`src/rtl/rx_command_parser.sv`:
```
// Builds register-write, register-read and ALU command frames from the UART byte stream.
// Issues one-cycle execute strobes; the command fields stay held until a later frame overwrites them.
module rx_command_parser #(
  parameter int                    DATA_WIDTH             = 8,
  parameter int                    ADDRESS_WIDTH          = 4,
  parameter int                    ALU_FUNCTION_WIDTH     = 4,
  parameter logic [DATA_WIDTH-1:0] OPCODE_REG_WRITE       = 8'hAA,
  parameter logic [DATA_WIDTH-1:0] OPCODE_REG_READ        = 8'hBB,
  parameter logic [DATA_WIDTH-1:0] OPCODE_ALU_OPERANDS    = 8'hCC,
  parameter logic [DATA_WIDTH-1:0] OPCODE_ALU_NO_OPERANDS = 8'hDD
) (
  input  logic                          clk,
  input  logic                          reset,
  input  logic [DATA_WIDTH-1:0]         parallel_data,
  input  logic                          data_valid,
  input  logic                          parity_error,
  input  logic                          frame_error,
  input  logic                          exec_ready,
  output logic                          reg_write_enable,
  output logic                          reg_read_enable,
  output logic [ADDRESS_WIDTH-1:0]      reg_address,
  output logic [DATA_WIDTH-1:0]         reg_write_data,
  output logic                          alu_enable,
  output logic                          alu_operands_valid,
  output logic [DATA_WIDTH-1:0]         operand_A,
  output logic [DATA_WIDTH-1:0]         operand_B,
  output logic [ALU_FUNCTION_WIDTH-1:0] alu_function,
  output logic                          command_error,
  output logic                          busy
);

  // state    | meaning
  // IDLE     | waiting for an opcode byte
  // WR_ADDR  | write frame, expecting address byte
  // WR_DATA  | write frame, expecting data byte
  // RD_ADDR  | read frame, expecting address byte
  // ALU_A    | ALU frame, expecting operand A
  // ALU_B    | ALU frame, expecting operand B
  // ALU_FUNC | ALU frame, expecting function byte
  // ISSUE    | frame complete, waiting for exec_ready
  typedef enum logic [2:0] {
    IDLE, WR_ADDR, WR_DATA, RD_ADDR, ALU_A, ALU_B, ALU_FUNC, ISSUE
  } state_t;

  typedef enum logic [1:0] {CMD_WR, CMD_RD, CMD_ALU} cmd_t;

  state_t                        state_q;
  cmd_t                          cmd_q;
  logic                          err_lvl_q;
  logic                          cmd_err_q;
  logic [ADDRESS_WIDTH-1:0]      addr_q;
  logic [DATA_WIDTH-1:0]         wdata_q;
  logic [DATA_WIDTH-1:0]         opa_q;
  logic [DATA_WIDTH-1:0]         opb_q;
  logic [ALU_FUNCTION_WIDTH-1:0] func_q;
  logic                          opv_q;

  logic err_lvl_d;
  logic err_rise;
  logic fire;

  assign err_lvl_d = parity_error | frame_error;
  assign err_rise  = err_lvl_d & ~err_lvl_q;
  // Reset outranks a pending issue, so the strobes are masked in the reset cycle.
  assign fire      = (state_q == ISSUE) && exec_ready && !reset;

  always_ff @(posedge clk) begin
    if (reset) begin
      state_q   <= IDLE;
      cmd_q     <= CMD_WR;
      err_lvl_q <= 1'b0;
      cmd_err_q <= 1'b0;
      addr_q    <= '0;
      wdata_q   <= '0;
      opa_q     <= '0;
      opb_q     <= '0;
      func_q    <= '0;
      opv_q     <= 1'b0;
    end else begin
      err_lvl_q <= err_lvl_d;
      cmd_err_q <= 1'b0;
      case (state_q)
        IDLE: begin
          if (err_rise) begin
            cmd_err_q <= 1'b1;
          end else if (data_valid) begin
            if (parallel_data == OPCODE_REG_WRITE) begin
              state_q <= WR_ADDR;
              cmd_q   <= CMD_WR;
            end else if (parallel_data == OPCODE_REG_READ) begin
              state_q <= RD_ADDR;
              cmd_q   <= CMD_RD;
            end else if (parallel_data == OPCODE_ALU_OPERANDS) begin
              state_q <= ALU_A;
              cmd_q   <= CMD_ALU;
            end else if (parallel_data == OPCODE_ALU_NO_OPERANDS) begin
              state_q <= ALU_FUNC;
              cmd_q   <= CMD_ALU;
              opv_q   <= 1'b0;
            end else begin
              cmd_err_q <= 1'b1;
            end
          end
        end
        ISSUE: begin
          // Overrun bytes and receiver errors are reported but never drop the pending command.
          if (err_rise || data_valid) cmd_err_q <= 1'b1;
          if (exec_ready) state_q <= IDLE;
        end
        default: begin
          if (err_rise) begin
            state_q   <= IDLE;
            cmd_err_q <= 1'b1;
          end else if (data_valid) begin
            case (state_q)
              WR_ADDR: begin
                addr_q  <= parallel_data[ADDRESS_WIDTH-1:0];
                state_q <= WR_DATA;
              end
              WR_DATA: begin
                wdata_q <= parallel_data;
                state_q <= ISSUE;
              end
              RD_ADDR: begin
                addr_q  <= parallel_data[ADDRESS_WIDTH-1:0];
                state_q <= ISSUE;
              end
              ALU_A: begin
                opa_q   <= parallel_data;
                state_q <= ALU_B;
              end
              ALU_B: begin
                opb_q   <= parallel_data;
                opv_q   <= 1'b1;
                state_q <= ALU_FUNC;
              end
              ALU_FUNC: begin
                func_q  <= parallel_data[ALU_FUNCTION_WIDTH-1:0];
                state_q <= ISSUE;
              end
              default: state_q <= IDLE;
            endcase
          end
        end
      endcase
    end
  end

  assign reg_write_enable   = fire && (cmd_q == CMD_WR);
  assign reg_read_enable    = fire && (cmd_q == CMD_RD);
  assign alu_enable         = fire && (cmd_q == CMD_ALU);
  assign reg_address        = addr_q;
  assign reg_write_data     = wdata_q;
  assign operand_A          = opa_q;
  assign operand_B          = opb_q;
  assign alu_function       = func_q;
  assign alu_operands_valid = opv_q;
  assign command_error      = cmd_err_q;
  assign busy               = (state_q != IDLE);

endmodule

```
`config.mk`:
```
export PLATFORM = sky130hd
export DESIGN_NAME = rx_command_parser
export DESIGN_NICKNAME = d
export VERILOG_FILES = /design/src/rtl/rx_command_parser.sv
export SDC_FILE = /design/constraint.sdc
export NUM_CORES = 1
export LEC_CHECK = 0
export BUFFER_PORTS_ARGS = -buffer_cell sky130_fd_sc_hd__buf_2
export CORE_MARGIN = 3
export CORE_UTILIZATION = 25
export DETAILED_ROUTE_END_ITERATION = 7
export GPL_TIMING_DRIVEN = 0
export PLACE_DENSITY_LB_ADDON = 0.08
export SLEW_MARGIN = 5
export SYNTH_ARGS = -nofsm -noshare
export SYNTH_HDL_FRONTEND = slang
export SYNTH_SLANG_ARGS = --single-unit
```
`constraint.sdc`:
```
create_clock -name clk -period 1.9 [get_ports clk]
set_input_delay 0.19 -clock clk [delete_from_list [all_inputs] [get_ports clk]]
set_output_delay 0.19 -clock clk [all_outputs]
set_load 0.01 [all_outputs]
```
Word level (Yosys, flattened, before mapping) --
Index checks and enable logic that the tools add are counted.
Word-level totals: output and inout port bits 38, flip-flop bits (word level) 40
Operators by class: bitwise logic cells 6, equal/unequal tests 21, mux-type cells 34, reductions and logical operators 24
Operator list (number):
- $eq A8 B8 Y1 const B | 4
- $mux W3 | 9
- $reduce_and A4 Y1 | 6
- $mux W1 | 17
- $ne A2 B2 Y1 const B | 7
- $eq A3 B3 Y1 const B | 4
- $pmux W3 S4 | 1
- $mux W2 | 4
- $reduce_and A8 Y1 | 1
- $eq A3 B2 Y1 const B | 2
- $pmux W3 S2 | 1
- $reduce_bool A3 Y1 | 2
- $logic_and A1 B1 Y1 | 5
- $ne A5 B5 Y1 const B | 1
- $reduce_and A5 Y1 | 1
- $not A1 Y1 | 4
- $pmux W1 S2 | 2
- $reduce_bool A4 Y1 | 1
- $reduce_or A2 Y1 | 2
- $eq A3 B1 Y1 const B | 1
- $logic_not A3 Y1 | 1
- $reduce_or A3 Y1 | 1
- $eq A2 B1 Y1 const B | 1
- $eq A2 B2 Y1 const B | 1
- other kinds (6) | 6

Depth between registers and ports, before layout --
Gate-level depths: netlist of run 1.
depth in word-level cells 8, depth in mapped cells 6

Worst setup path after synthesis of run 1 --
No wires, ideal clock.
path type register -> output, start register state_q[0], end output port alu_enable, slack 0.261 ns, data required time 1.710 ns, arrival 1.449 ns, cell stages (with the launch flop) 5, path buffers 1, cells stage by stage dfxtp_1 > buf_2 > nand3_1 > or3b_2 > nor3b_1
On the way: word-level cells in the longest chain between the ends 4
Ends and longest elaborated chain:
- start, declared | RTL line 47 | state_t state_q;
- start signal, assigned | RTL line 69 | state_q <= IDLE;
- start signal, assigned | RTL line 88 | state_q <= WR_ADDR;
- start signal, assigned | RTL line 91 | state_q <= RD_ADDR;
- $eq A3 B3 Y1 | RTL line 65 | assign fire = (state_q == ISSUE) && exec_ready && !reset;
- $logic_and A1 B1 Y1 (2 in a row) | RTL line 65
- $logic_and A1 B1 Y1 | RTL line 151 | assign alu_enable = fire && (cmd_q == CMD_ALU);
- end, declared | RTL line 23 | output logic alu_enable,
Every way passes these cells.

Final worst setup path of run 1 --
Ends and elaborated chain as after synthesis.

==> results.py, run 1 <==
metrics = {
    "run_status": {
        "status": "complete, no violations",
    },
    "cts": {
        "tritoncts": "done",
        "cts_made_buffers": 5,
        "clockRootBuffer": "clkbuf_8",
        "holdBufCountCts": 0,
        "htree_levels": 2,
        "clk_latency_ps": 290,
        "ctsLongestPathBuffers": 2,
        "clkTransAtPathRegs_ps": 80,
        "clock-sinks": 40,
    },
    "worst_setup_path": {
        "end_kind": "output pin",
        "startpoint_type": "register",
        "r2r-start": "state_q[1]",
        "arrival_ps": 1620,
        "worstRegToRegCells": 6,
        "reg2reg_slack_ps": 320,
        "cp_slowest_stage_delay_ps": 400,
        "timing.rr.end": "cmd_q[0]",
        "cp_max_fo": 9,
        "crit_chain": "buf_4, nand3_4, or3b_4, nor3b_1, buf_2",
        "cp_top_family": "simple AND/OR/NAND/NOR gates",
        "cp.buffers_inverters": 2,
        "critPathRequiredTime_ps": 1710,
        "path_class": "reg -> out",
        "critPathSlowestCell": "or3b_4",
    },
    "sta": {
        "rsz0062_at_grt": "false",
        "setup_viol": 0,
        "tightest_slew_ps": 565,
        "fin_crit_ps": 1810,
        "fmax_ghz": 0.553,
        "slew_headroom": 0.622,
        "setup_ws_ps": 92.7,
        "tns_ps": 0,
        "hold_violations": 0,
        "skew_ps": 8.98,
        "fin_crit_sh": 0.951,
        "maxSlewViolCount": 0,
    },
    "final_layout": {
        "fin_nets": 247,
        "nFillCells": 702,
        "insertedDiodeCount": 0,
        "utilization": 0.334,
        "area_growth_pct": 27.9,
        "layout-drive-gt1-share": 0.321,
    },
    "pwr": {
        "p_per_area_mw_per_mm2": 967,
        "swShare": 0.325,
        "power_switching_mw": 0.678,
        "power.leakage_nw": 0.966,
        "power_frac_comb": 0.291,
        "clkPwrFrac": 0.268,
        "vdd_ir_drop_max_v": 0.000379,
        "seq_power_share": 0.441,
        "internal_power_mw": 1.41,
        "p_total_mw": 2.09,
    },
    "logic_synthesis": {
        "yosys_register_bits": 40,
        "synth.cell_area_sq_mm": 0.00169,
        "ys_warn_count": 0,
        "syn_avg_cell_area_sq_um": 9.58,
        "synthCells": 176,
        "syn_nets": 190,
        "ys_seq_area_frac": 0.475,
        "synth_cell_types": 35,
    },
    "place": {
        "preCtsSetupSlack_ps": 160,
        "dp_hpwl_microns": 3270,
        "portBuffers": 50,
        "place.gp.congestion": 0.663,
    },
    "floorplanning": {
        "die_y_microns": 88.1,
        "start_util": 0.261,
        "die_area_sq_mm": 0.00777,
        "rows": 29,
        "die_w_microns": 88.1,
        "pin_count": 52,
        "core_area_sq_mm": 0.00646,
    },
    "routing": {
        "vias_per_cell": 4.55,
        "firstDrtPassIters": 4,
        "ant_nets": 0,
        "vias": 1414,
        "post-route-drc-count": 0,
        "routed_wirelength_microns": 4410,
        "routedWlPerCell_microns": 14.2,
        "drt-initial-drc-count": 51,
    },
    "grt": {
        "antenna_found_initial": 0,
        "gr-total-overflow": 0,
        "track_usage": 0.119,
        "grt_pass1_wl_microns": 7010,
        "grt_pass1_vias": 1378,
        "grt_start_max_net_pins": 14,
    },
    "min_path": {
        "min_path_cells": 3,
        "worstHoldEndpoint": "err_lvl_q",
        "hp-start": "parity_error",
        "hold_class": "in -> reg",
    },
    "run": {
        "drv_cap": 0,
    },
}
## layout make-up
class	instances	area [sq um]	area share
Tap cell	77	96.3	0.0447
Multi-Input combinational cell	125	855	0.396
Timing Repair Buffer	50	250	0.116
Sequential cell	40	802	0.372
Buffer	10	62.6	0.0290
Inverter	1	3.75	0.00174
Clock buffer	5	68.8	0.0319
Clock inverter	3	18.8	0.00870
## worst max path at each step
| stage | from | to | slack (ps) | depth (start not counted) |
|---|---|---|---|---|
| after floorplan | state_q[0] | alu_enable | 260 | 4 |
| after global placement | state_q[1] | alu_enable | 140 | 5 |
| after detailed placement | state_q[1] | alu_enable | 160 | 5 |
| after CTS | state_q[2] | alu_enable | 20 | 5 |
| after global routing | state_q[1] | reg_write_enable | 20 | 5 |
| final | state_q[0] | alu_enable | 90 | 5 |
## synthesized netlist by cell type (all sizes together)
cell	instances	area, sq um
nand4	1	6.26
dfxtp	40	801
or3	2	12.5
nor2	39	146
buf	5	27.5
o21bai	1	18.8
o32ai	1	8.76
o21ai	7	46.3
nand2b	1	6.26
o22a	2	18.8
inv	1	3.75
clkbuf	5	20.0
or3b	1	8.76
a2111oi	1	8.76
xor2	1	8.76
a21bo	1	10.0
nand4bb	2	22.5
nand4b	1	8.76
nand2	9	33.8
a21oi	9	45.0
nor3	3	31.3
o22ai	1	6.26
nor3b	3	22.5
a311oi	2	17.5
mux2i	30	300
nor2b	2	12.5
nand3	4	25.0
a211o	1	8.76
## tightest hold or removal path, cell delays in order
cell    delay [ps]
buf_2          110
nor2_1          50
nor2_1          70
## layout by cell type (no fill, tap or decap), types with 2 or more instances in the layout
cell and count:
clkbuf_8 5, nand4bb_1 2, nand3_1 2, buf_4 2, buf_6 2, dfxtp_1 39, mux2i_1 30, nor3b_1 2
buf_2 52, nor2_1 39, a311oi_1 2, clkbuf_1 4, or3_1 2, o21ai_0 6, a21oi_1 9, nand2_1 9
nor2b_1 2, clkinv_2 2
## flip-flops by register name, summed over array words and instances (netlist names)
| name | cells |
|---|---|
| alu_function | 4 |
| alu_operands_valid | 1 |
| cmd_q | 2 |
| command_error | 1 |
| err_lvl_q | 1 |
| operand_A | 8 |
| operand_B | 8 |
| reg_address | 4 |
| reg_write_data | 8 |
| state_q | 3 |
## cells by family (layout without fill, tap and decap cells)
family / Yosys count / after routing / share of synthesized area
compound gates: 26 / 26 / 0.112
xor+xnor: 1 / 1 / 0.00519
buf+inv: 11 / 69 / 0.0304
flops: 40 / 40 / 0.475
mux: 30 / 30 / 0.178
simple gates: 68 / 68 / 0.200
## through the flow
step                cells  hold WS [ps]  area, sq um
floorplan             176           306         1690
global placement      303           455         2030
detailed placement    303           463         2030
CTS                   311           152         2140
global route          311           176         2160
finish                311           157         2160
## power groups by stage
| stage | Sequential (mW) | Clock, mW | Combinational [mW] |
|---|---|---|---|
| after floorplan | 0.944 | 0 | 0.405 |
| after global placement | 0.932 | 0 | 0.587 |
| after detailed placement | 0.933 | 0 | 0.577 |
| after CTS | 0.916 | 0.588 | 0.593 |
| after global routing | 0.929 | 0.619 | 0.677 |
| final | 0.920 | 0.559 | 0.607 |
## metal layers
metal  GRT usage  routed length [microns]  up-vias  share of wire
met3      0.0339                      210        6          0.048
li1            -                        -      725              -
met1       0.161                     2170      650           0.49
met5           0                        0        -              0
met2       0.185                     1980       33           0.45
met4      0.0330                       49        0          0.011
## what timing repair did
item | CTS | global route
hold endpoints to repair | 0 | 0
setup endpoints to repair | 3 | 3
pin swaps | 0 | 0
gates resized for setup | 5 | 6
setup buffers | 0 | 0
(Power assumes the default switching activity.)
==> run 2: changes to the inputs <==
- CORE_ASPECT_RATIO: not set -> 0.7
==> results.py, run 2 (synthesized netlist as in run 1, its figures left out) <==
metrics = {
    "grt": {
        "grt_pass1_vias": 1422,
        "grt_pass1_wl_microns": 7720,
        "gr-total-overflow": 0,
        "grt_start_max_net_pins": 13,
        "antenna_found_initial": 0,
        "track_usage": 0.128,
    },
    "routing": {
        "vias": 1447,
        "routedWlPerCell_microns": 14.3,
        "post-route-drc-count": 0,
        "firstDrtPassIters": 6,
        "ant_nets": 0,
        "drt-initial-drc-count": 95,
        "routed_wirelength_microns": 4660,
        "vias_per_cell": 4.45,
    },
    "floorplanning": {
        "die_y_microns": 74.7,
        "start_util": 0.265,
        "die_w_microns": 104,
        "rows": 24,
        "pin_count": 52,
        "die_area_sq_mm": 0.00778,
        "core_area_sq_mm": 0.00637,
    },
    "place": {
        "portBuffers": 50,
        "dp_hpwl_microns": 3370,
        "place.gp.congestion": 0.726,
    },
    "sta": {
        "fmax_ghz": 0.552,
        "hold_violations": 0,
        "maxSlewViolCount": 0,
        "setup_viol": 0,
        "rsz0062_at_grt": "false",
        "tightest_slew_ps": 638,
        "fin_crit_ps": 1810,
        "timing.hold.ws_ps": 151,
        "fin_crit_sh": 0.954,
        "tns_ps": 0,
        "slew_headroom": 0.564,
        "skew_ps": 6.63,
    },
    "run_status": {
        "status": "complete, no violations",
    },
    "worst_setup_path": {
        "critPathSlowestCell": "or3b_4",
        "cp_max_fo": 9,
        "path_class": "reg -> out",
        "cp.buffers_inverters": 2,
        "crit_chain": "buf_4, nand3_4, or3b_4, nor3b_1, buf_2",
        "cp_slowest_stage_delay_ps": 400,
        "end_kind": "output pin",
        "startpoint_type": "register",
        "cp_top_family": "simple AND/OR/NAND/NOR gates",
        "arrival_ps": 1620,
        "critPathRequiredTime_ps": 1710,
    },
    "final_layout": {
        "final_cell_mix": "buf_2 (52), dfxtp_1 (40), nor2_1 (39), mux2i_1 (30)",
        "layout_commonest_cell": "buf_2",
        "layout-drive-gt1-share": 0.312,
        "area_growth_pct": 30.0,
        "insertedDiodeCount": 0,
        "fin_nets": 247,
    },
    "cts": {
        "ctsLongestPathBuffers": 2,
        "htree_levels": 2,
        "cts_setup_buffers": 0,
        "clockRootBuffer": "clkbuf_8",
        "clk_latency_ps": 290,
        "holdBufCountCts": 0,
        "cts_made_buffers": 5,
        "clkTransAtPathRegs_ps": 80,
        "clock-sinks": 40,
        "tritoncts": "done",
    },
    "pwr": {
        "clkPwrFrac": 0.311,
        "power_frac_comb": 0.276,
        "internal_power_mw": 1.54,
        "power_switching_mw": 0.683,
        "seq_power_share": 0.412,
        "vdd_ir_drop_max_v": 0.000431,
        "p_per_area_mw_per_mm2": 1010,
        "power.leakage_nw": 0.973,
        "swShare": 0.308,
    },
    "run": {
        "drv_cap": 0,
    },
    "min_path": {
        "hold_class": "in -> reg",
    },
}
## run 2: changes by cell type in the layout (fill, tap and decap cells not counted), sizes merged
| cell | previous run | this run |
|---|---|---|
| clkbuf | 9 | 10 |
| bufinv | 0 | 1 |
| clkinv | 3 | 1 |
## run 2: worst paths after layout
kind	from	endpoint	slack [ps]	cells after the start
setup / recovery	state_q[2]	alu_enable	90	5
hold reg to reg	reg_write_data[2]	reg_write_data[2]	490	2
setup reg to reg	err_lvl_q	operand_A[4]	230	5
hold / removal	parity_error	err_lvl_q	150	3
## run 2: tightest hold or removal path: stages
cell	delay [ps]
buf_2	110
nor2_1	40
nor2_1	70
## run 2: per-layer routing
layer  vias to the layer above  wire length (microns)  global-route usage
met3                         7                    276              0.0386
met5                         -                      0                   0
met1                       668                   2510               0.184
met4                         0                     65              0.0413
met2                        49                   1810               0.184
li1                        723                      -                   -
## run 2: power groups by stage
| stage | sequential [mW] | clock [mW] | combinational, mW |
|---|---|---|---|
| 2_1_floorplan | 0.944 | 0 | 0.405 |
| 3_3_place_gp | 0.931 | 0 | 0.588 |
| 3_5_place_dp | 0.931 | 0 | 0.577 |
| 4_1_cts | 0.912 | 0.713 | 0.601 |
| 5_1_grt | 0.922 | 0.754 | 0.692 |
| 6_report | 0.915 | 0.690 | 0.613 |
## run 2: layout make-up
cell class                 instances  area (sq um)
buffer                            10          62.6
fill                             709          4170
sequential                        40           801
clock inverter                     2          35.0
timing repair buffer              50           250
clock buffer                       6          72.6
multi-input combinational        125           855
tap                               91           114
inverter                           1          3.75
## run 2: repair_timing
action	4_1_cts	5_1_grt
setup endpoints to repair	3	2
hold endpoints to repair	0	0
gates cloned	0	0
gates resized for setup	5	5
pin swaps	0	0
## run 2: stage by stage
| stage | power (mW) | utilization | setup WS, ps | instances | cell area [sq um] |
|---|---|---|---|---|---|
| 2_1_floorplan | 1.35 | - | 261 | 176 | 1690 |
| 3_3_place_gp | 1.52 | 0.322 | 128 | 317 | 2050 |
| 3_5_place_dp | 1.51 | 0.322 | 137 | 317 | 2050 |
| 4_1_cts | 2.23 | 0.341 | 20.0 | 325 | 2170 |
| 5_1_grt | 2.37 | 0.345 | 5.46 | 325 | 2190 |
| 6_report | 2.22 | 0.345 | 88.1 | 325 | 2190 |
